==> config.mk <==
export PLATFORM = sky130hd
export DESIGN_NAME = regfile_param
export DESIGN_NICKNAME = d
export VERILOG_FILES = /design/src/rtl/regfile_pkg.sv /design/src/rtl/regfile_init_seq.sv /design/src/rtl/regfile_param.sv
export SDC_FILE = /design/constraint.sdc
export NUM_CORES = 2
export LEC_CHECK = 0
export CAP_MARGIN = 20
export CORE_ASPECT_RATIO = 0.7
export CORE_MARGIN = 3
export CORE_UTILIZATION = 35
export CTS_CLUSTER_DIAMETER = 50
export DETAILED_ROUTE_END_ITERATION = 10
export SLEW_MARGIN = 20
export SYNTH_ARGS = -nofsm -noshare
export SYNTH_HDL_FRONTEND = slang
export SYNTH_SLANG_ARGS = --single-unit
==> constraint.sdc <==
create_clock -name clk -period 7.2 [get_ports clk]
set_input_delay 1.8 -clock clk [delete_from_list [all_inputs] [get_ports clk]]
set_output_delay 1.8 -clock clk [all_outputs]
set_load 0.02 [all_outputs]
==> src/rtl/regfile_pkg.sv <==
// Shared types for the parametrised register file: init fill mode and sequencer state.
package regfile_pkg;

  typedef enum logic {INIT_INDEX, INIT_ZERO} init_mode_t;

  typedef enum logic {INIT, READY} rf_state_t;

endpackage

==> src/rtl/regfile_init_seq.sv <==
// Reset-driven init sequencer: walks cnt over every entry once, then parks in READY.
module regfile_init_seq
  import regfile_pkg::*;
#(
  parameter int unsigned WIDTH     = 64,
  parameter int unsigned DEPTH     = 32,
  parameter init_mode_t  INIT_MODE = INIT_INDEX,
  localparam int unsigned AW       = (DEPTH > 1) ? $clog2(DEPTH) : 1
) (
  input  logic             clk,
  input  logic             reset,
  output logic             init_we,
  output logic [AW-1:0]    init_wa,
  output logic [WIDTH-1:0] init_wd,
  output logic             busy
);

  rf_state_t     state_q, state_d;
  logic [AW-1:0] cnt_q, cnt_d;

  always_ff @(posedge clk) begin
    if (reset) begin
      state_q <= INIT;
      cnt_q   <= '0;
    end else begin
      state_q <= state_d;
      cnt_q   <= cnt_d;
    end
  end

  always_comb begin
    state_d = state_q;
    cnt_d   = cnt_q;
    unique case (state_q)
      INIT: begin
        cnt_d = cnt_q + AW'(1);
        if (cnt_q == AW'(DEPTH - 1)) state_d = READY;
      end
      READY:   state_d = READY;
      default: state_d = INIT;
    endcase
  end

  // A reset edge must not also commit a fill write.
  assign busy    = (state_q == INIT);
  assign init_we = busy && !reset;
  assign init_wa = cnt_q;
  assign init_wd = (INIT_MODE == INIT_INDEX) ? WIDTH'(cnt_q) : '0;

endmodule

==> src/rtl/regfile_param.sv <==
// Parametrised multi-port register file with zero register, optional bypass and init fill.
module regfile_param
  import regfile_pkg::*;
#(
  parameter int unsigned WIDTH       = 64,
  parameter int unsigned DEPTH       = 32,
  parameter int unsigned NREAD       = 2,
  parameter int unsigned NWRITE      = 1,
  parameter bit          ZERO_REG_EN = 1'b1,
  parameter bit          BYPASS      = 1'b0,
  parameter init_mode_t  INIT_MODE   = INIT_INDEX,
  localparam int unsigned AW         = (DEPTH > 1) ? $clog2(DEPTH) : 1
) (
  input  logic                         clk,
  input  logic                         reset,
  input  logic [NREAD-1:0][AW-1:0]     ra,
  output logic [NREAD-1:0][WIDTH-1:0]  rd,
  input  logic [NWRITE-1:0]            we,
  input  logic [NWRITE-1:0][AW-1:0]    wa,
  input  logic [NWRITE-1:0][WIDTH-1:0] wd,
  output logic                         busy
);

  logic             init_we;
  logic [AW-1:0]    init_wa;
  logic [WIDTH-1:0] init_wd;

  regfile_init_seq #(
    .WIDTH     (WIDTH),
    .DEPTH     (DEPTH),
    .INIT_MODE (INIT_MODE)
  ) u_init_seq (
    .clk     (clk),
    .reset   (reset),
    .init_we (init_we),
    .init_wa (init_wa),
    .init_wd (init_wd),
    .busy    (busy)
  );

  logic [WIDTH-1:0]            mem_q [DEPTH];
  logic [NWRITE-1:0]           wr_en;
  logic [NWRITE-1:0][AW-1:0]   wr_addr;
  logic [NWRITE-1:0][WIDTH-1:0] wr_data;

  // While busy the sequencer owns write lane 0 and all port writes are suppressed.
  always_comb begin
    wr_en   = '0;
    wr_addr = wa;
    wr_data = wd;
    if (busy) begin
      wr_en[0]   = init_we;
      wr_addr[0] = init_wa;
      wr_data[0] = init_wd;
    end else begin
      wr_en = we;
    end
    if (ZERO_REG_EN) begin
      for (int unsigned p = 0; p < NWRITE; p++) begin
        if (wr_addr[p] == AW'(DEPTH - 1)) wr_en[p] = 1'b0;
      end
    end
  end

  // Ascending lane order makes the highest-numbered port win an address conflict.
  always_ff @(posedge clk) begin
    for (int unsigned p = 0; p < NWRITE; p++) begin
      if (wr_en[p]) mem_q[wr_addr[p]] <= wr_data[p];
    end
  end

  always_comb begin
    rd = '0;
    if (!busy) begin
      for (int unsigned k = 0; k < NREAD; k++) begin
        rd[k] = mem_q[ra[k]];
        if (BYPASS) begin
          for (int unsigned p = 0; p < NWRITE; p++) begin
            if (we[p] && (wa[p] == ra[k])) rd[k] = wd[p];
          end
        end
        if (ZERO_REG_EN && (ra[k] == AW'(DEPTH - 1))) rd[k] = '0;
      end
    end
  end

endmodule

==> results.ini <==
[status]
status=complete, no violations

[yosys]
postSynthAreaPerCell_um2=18.89
postSynthRegisterBits=2054
ys_types=49
yosysSeqAreaShare_pct=65.78
ys.warnings.count=0
synth_area_leaders=edfxtp_1 66%, mux4_2 17%, mux2i_1 4.9%
synthDominantCellAreaShare_pct=65.65
synth_top_area_cell=edfxtp_1
netlist_area_mm2=0.09367
synth_edf_count=2048
synth_ff_type=edfxtp_1
syn_inst=4958
async_flop_share_pct=0

[pwr]
power.total_mw=24.93
p_leak_nw=34.40
vdd_drop_max_mv=0.2293
p_per_area_mw_per_mm2=229.8

[min_path]
hold_path.class=flip-flop to flip-flop
min_path_cells=2

[detailed_routing]
drtIter0Drc=7925
wl_mm=314.6
drc_errors=0
wire_per_inst_um=35.12
vias_per_cell=6.213
ant_nets=0
firstDrtPassIters=6
vias=55660

[clocking]
post_cts_buffers=0
cts_root_buf=clkbuf_16
ctsResizeCount=0
clkSinkCount=2054
clockBufferDepth=4
holdBufCountCts=0
worstSkewPairLatency_ns=0.87
htreeDepth=4
cts_tree=done
cts_buffers=207
clkTransAtPathRegs_ns=0.06

[sta]
tightest_slew_ns=1.163
fmax_ghz=0.1511
rsz0062_at_grt=false
hold_ws_ns=0.5713
fin_crit_ns=6.617
slew_violations=0
finalHoldViolations=0
setup-tns-final_ns=0
final.period_utilization_pct=91.91
setup_ws_ns=0.5827
finClkSkew_ns=0.03372
setup_viol=0
max_slew_margin_pct=22.28

[critical_path]
cp_data_required_time_ns=5.40
cp-end-kind=output port
crit_fanout=46
cp-start-kind=input port
arrival_ns=4.82
crit_type=input port to output port
r2r_cells=6

[place]
gp_congestion=0.8054
preCtsSetupSlack_ns=0.5831
hpwl_mm=177.0
dpl_cell_area_mm2=0.1021
port_buffers=210

[floorplanning]
chipHeight_um=438.8
core-area_mm2=0.2655
io_pins=211
std_cell_rows=158
start_util_pct=35.28
die_area_mm2=0.2740
die_w_um=624.3

[final_layout]
area_growth_syn_to_layout_pct=15.81
nets=5375
drive_gt1_share_pct=27.36
fin_area_mm2=0.1085

[global_route]
grt_pass1_wl_mm=440.4
antenna_found_initial=12
grt_overflow=0
grt_max_degree=72
grt_pass1_vias=56100
track_usage_pct=22.57

[flow_run]
drv_cap=0

==> critical path, stage by stage <==
cell             delay, ns
clkdlybuf4s50_1       0.80
buf_4                 0.27
a21boi_4              0.22
buf_12                0.45
and3_1                0.25
a21oi_1               0.06
nand4_1               0.28
clkdlybuf4s50_1       0.66
==> worst paths after layout <==
check	from	to	slack, ns
max reg2reg	u_init_seq.state_q	mem_q[29][24]	2.96
min	u_init_seq.init_wa[2]	u_init_seq.init_wa[2]	0.57
max	ra[8]	rd[126]	0.58
min reg2reg	u_init_seq.init_wa[2]	u_init_seq.init_wa[2]	0.57
==> cells in the final DEF, fill, tap and decap left out, types with 12 or more instances in the layout <==
master              n
mux2_2            128
clkinv_1           51
clkdlybuf4s50_1   159
clkbuf_1           38
nor2_1             12
conb_1             64
buf_4             179
a31oi_1            63
and2_1             34
nand2_1            92
bufinv_16          12
or3_1              64
nand3_1            68
edfxtp_1         2048
o22ai_1            64
a22o_1            128
mux2i_1           454
buf_12            118
and2_2             26
nor2_4             32
a2bb2oi_1         128
a22oi_1           319
clkinv_2           27
nand4_1           130
mux4_2            702
clkbuf_16         210
==> per-stage QoR <==
step	cells	util, %
finish	8958	40.86
global route	8957	40.86
CTS	8948	40.79
detailed placement	8595	38.44
global placement	8592	38.42
floorplan	5021	-
==> final cells by class <==
class                      count  area, um2
multi-input combinational   2558      30690
fill                       23380     157000
clock inverter               105      837.1
clock buffer                 248       5398
inverter                       2      7.507
antenna                        3      7.507
timing repair buffer         468       5512
tap                         3520       4404
sequential                  2054      61620
==> power breakdown <==
| part | internal (mW) | total (mW) | leakage [nW] | switching [mW] |
|---|---|---|---|---|
| Sequential | 13.1 | 13.1 | 18.4 | 0.0351 |
| Combinational | 0.672 | 1.48 | 13.0 | 0.810 |
| Clock | 5.73 | 10.3 | 3.04 | 4.61 |
| Total | 19.5 | 24.9 | 34.4 | 5.45 |
==> cell usage after synthesis, types with 2 or more instances <==
library cell and number:
or3_1 65, dfxtp_1 6, nand3b_1 3, a22oi_1 319, xnor2_1 2, buf_1 23, a2bb2oi_1 128, buf_8 5
nor3b_1 2, nand4_1 130, nand2_1 93, and3_1 3, buf_4 25, a31oi_1 63, mux2_2 128, edfxtp_1 2048
buf_6 13, mux4_2 702, nand3_1 68, a21oi_1 2, nand2b_1 6, nor3_2 2, ha_1 2, clkbuf_1 167
and4b_1 2, o21ai_0 4, a22o_1 128, o22ai_1 64, nor2b_1 8, buf_2 172, nor2_1 43, mux2i_1 454
and2_1 62
==> cells by family (layout without fill, tap and decap cells) <==
logic type,Yosys count,in the layout,share of synthesized area [%]
DFF,2054,2054,65.78
muxes,1284,1284,23.27
other,1,67,0.004003
adders and majority gates,2,2,0.02671
AOI/OAI and AO/OA,711,711,5.856
buffers and inverters,409,823,2.152
xor gates and xnor gates,3,3,0.02806
and+or+nand+nor,494,494,2.884
==> state kept, by name, indices dropped and copies added, names as in the netlist <==
name,count
u_init_seq.init_wa,5
mem_q,2048
u_init_seq.state_q,1
==> metal layers <==
layer	up-vias	GRT usage [%]	routed length (um)
met2	3246	36.29	149000
met3	572	4.345	29610
met4	0	7.626	11690
met1	29840	30.76	124400
li1	22000	-	-
met5	-	0	0
Note: power is estimated with default switching activity, not from simulation.
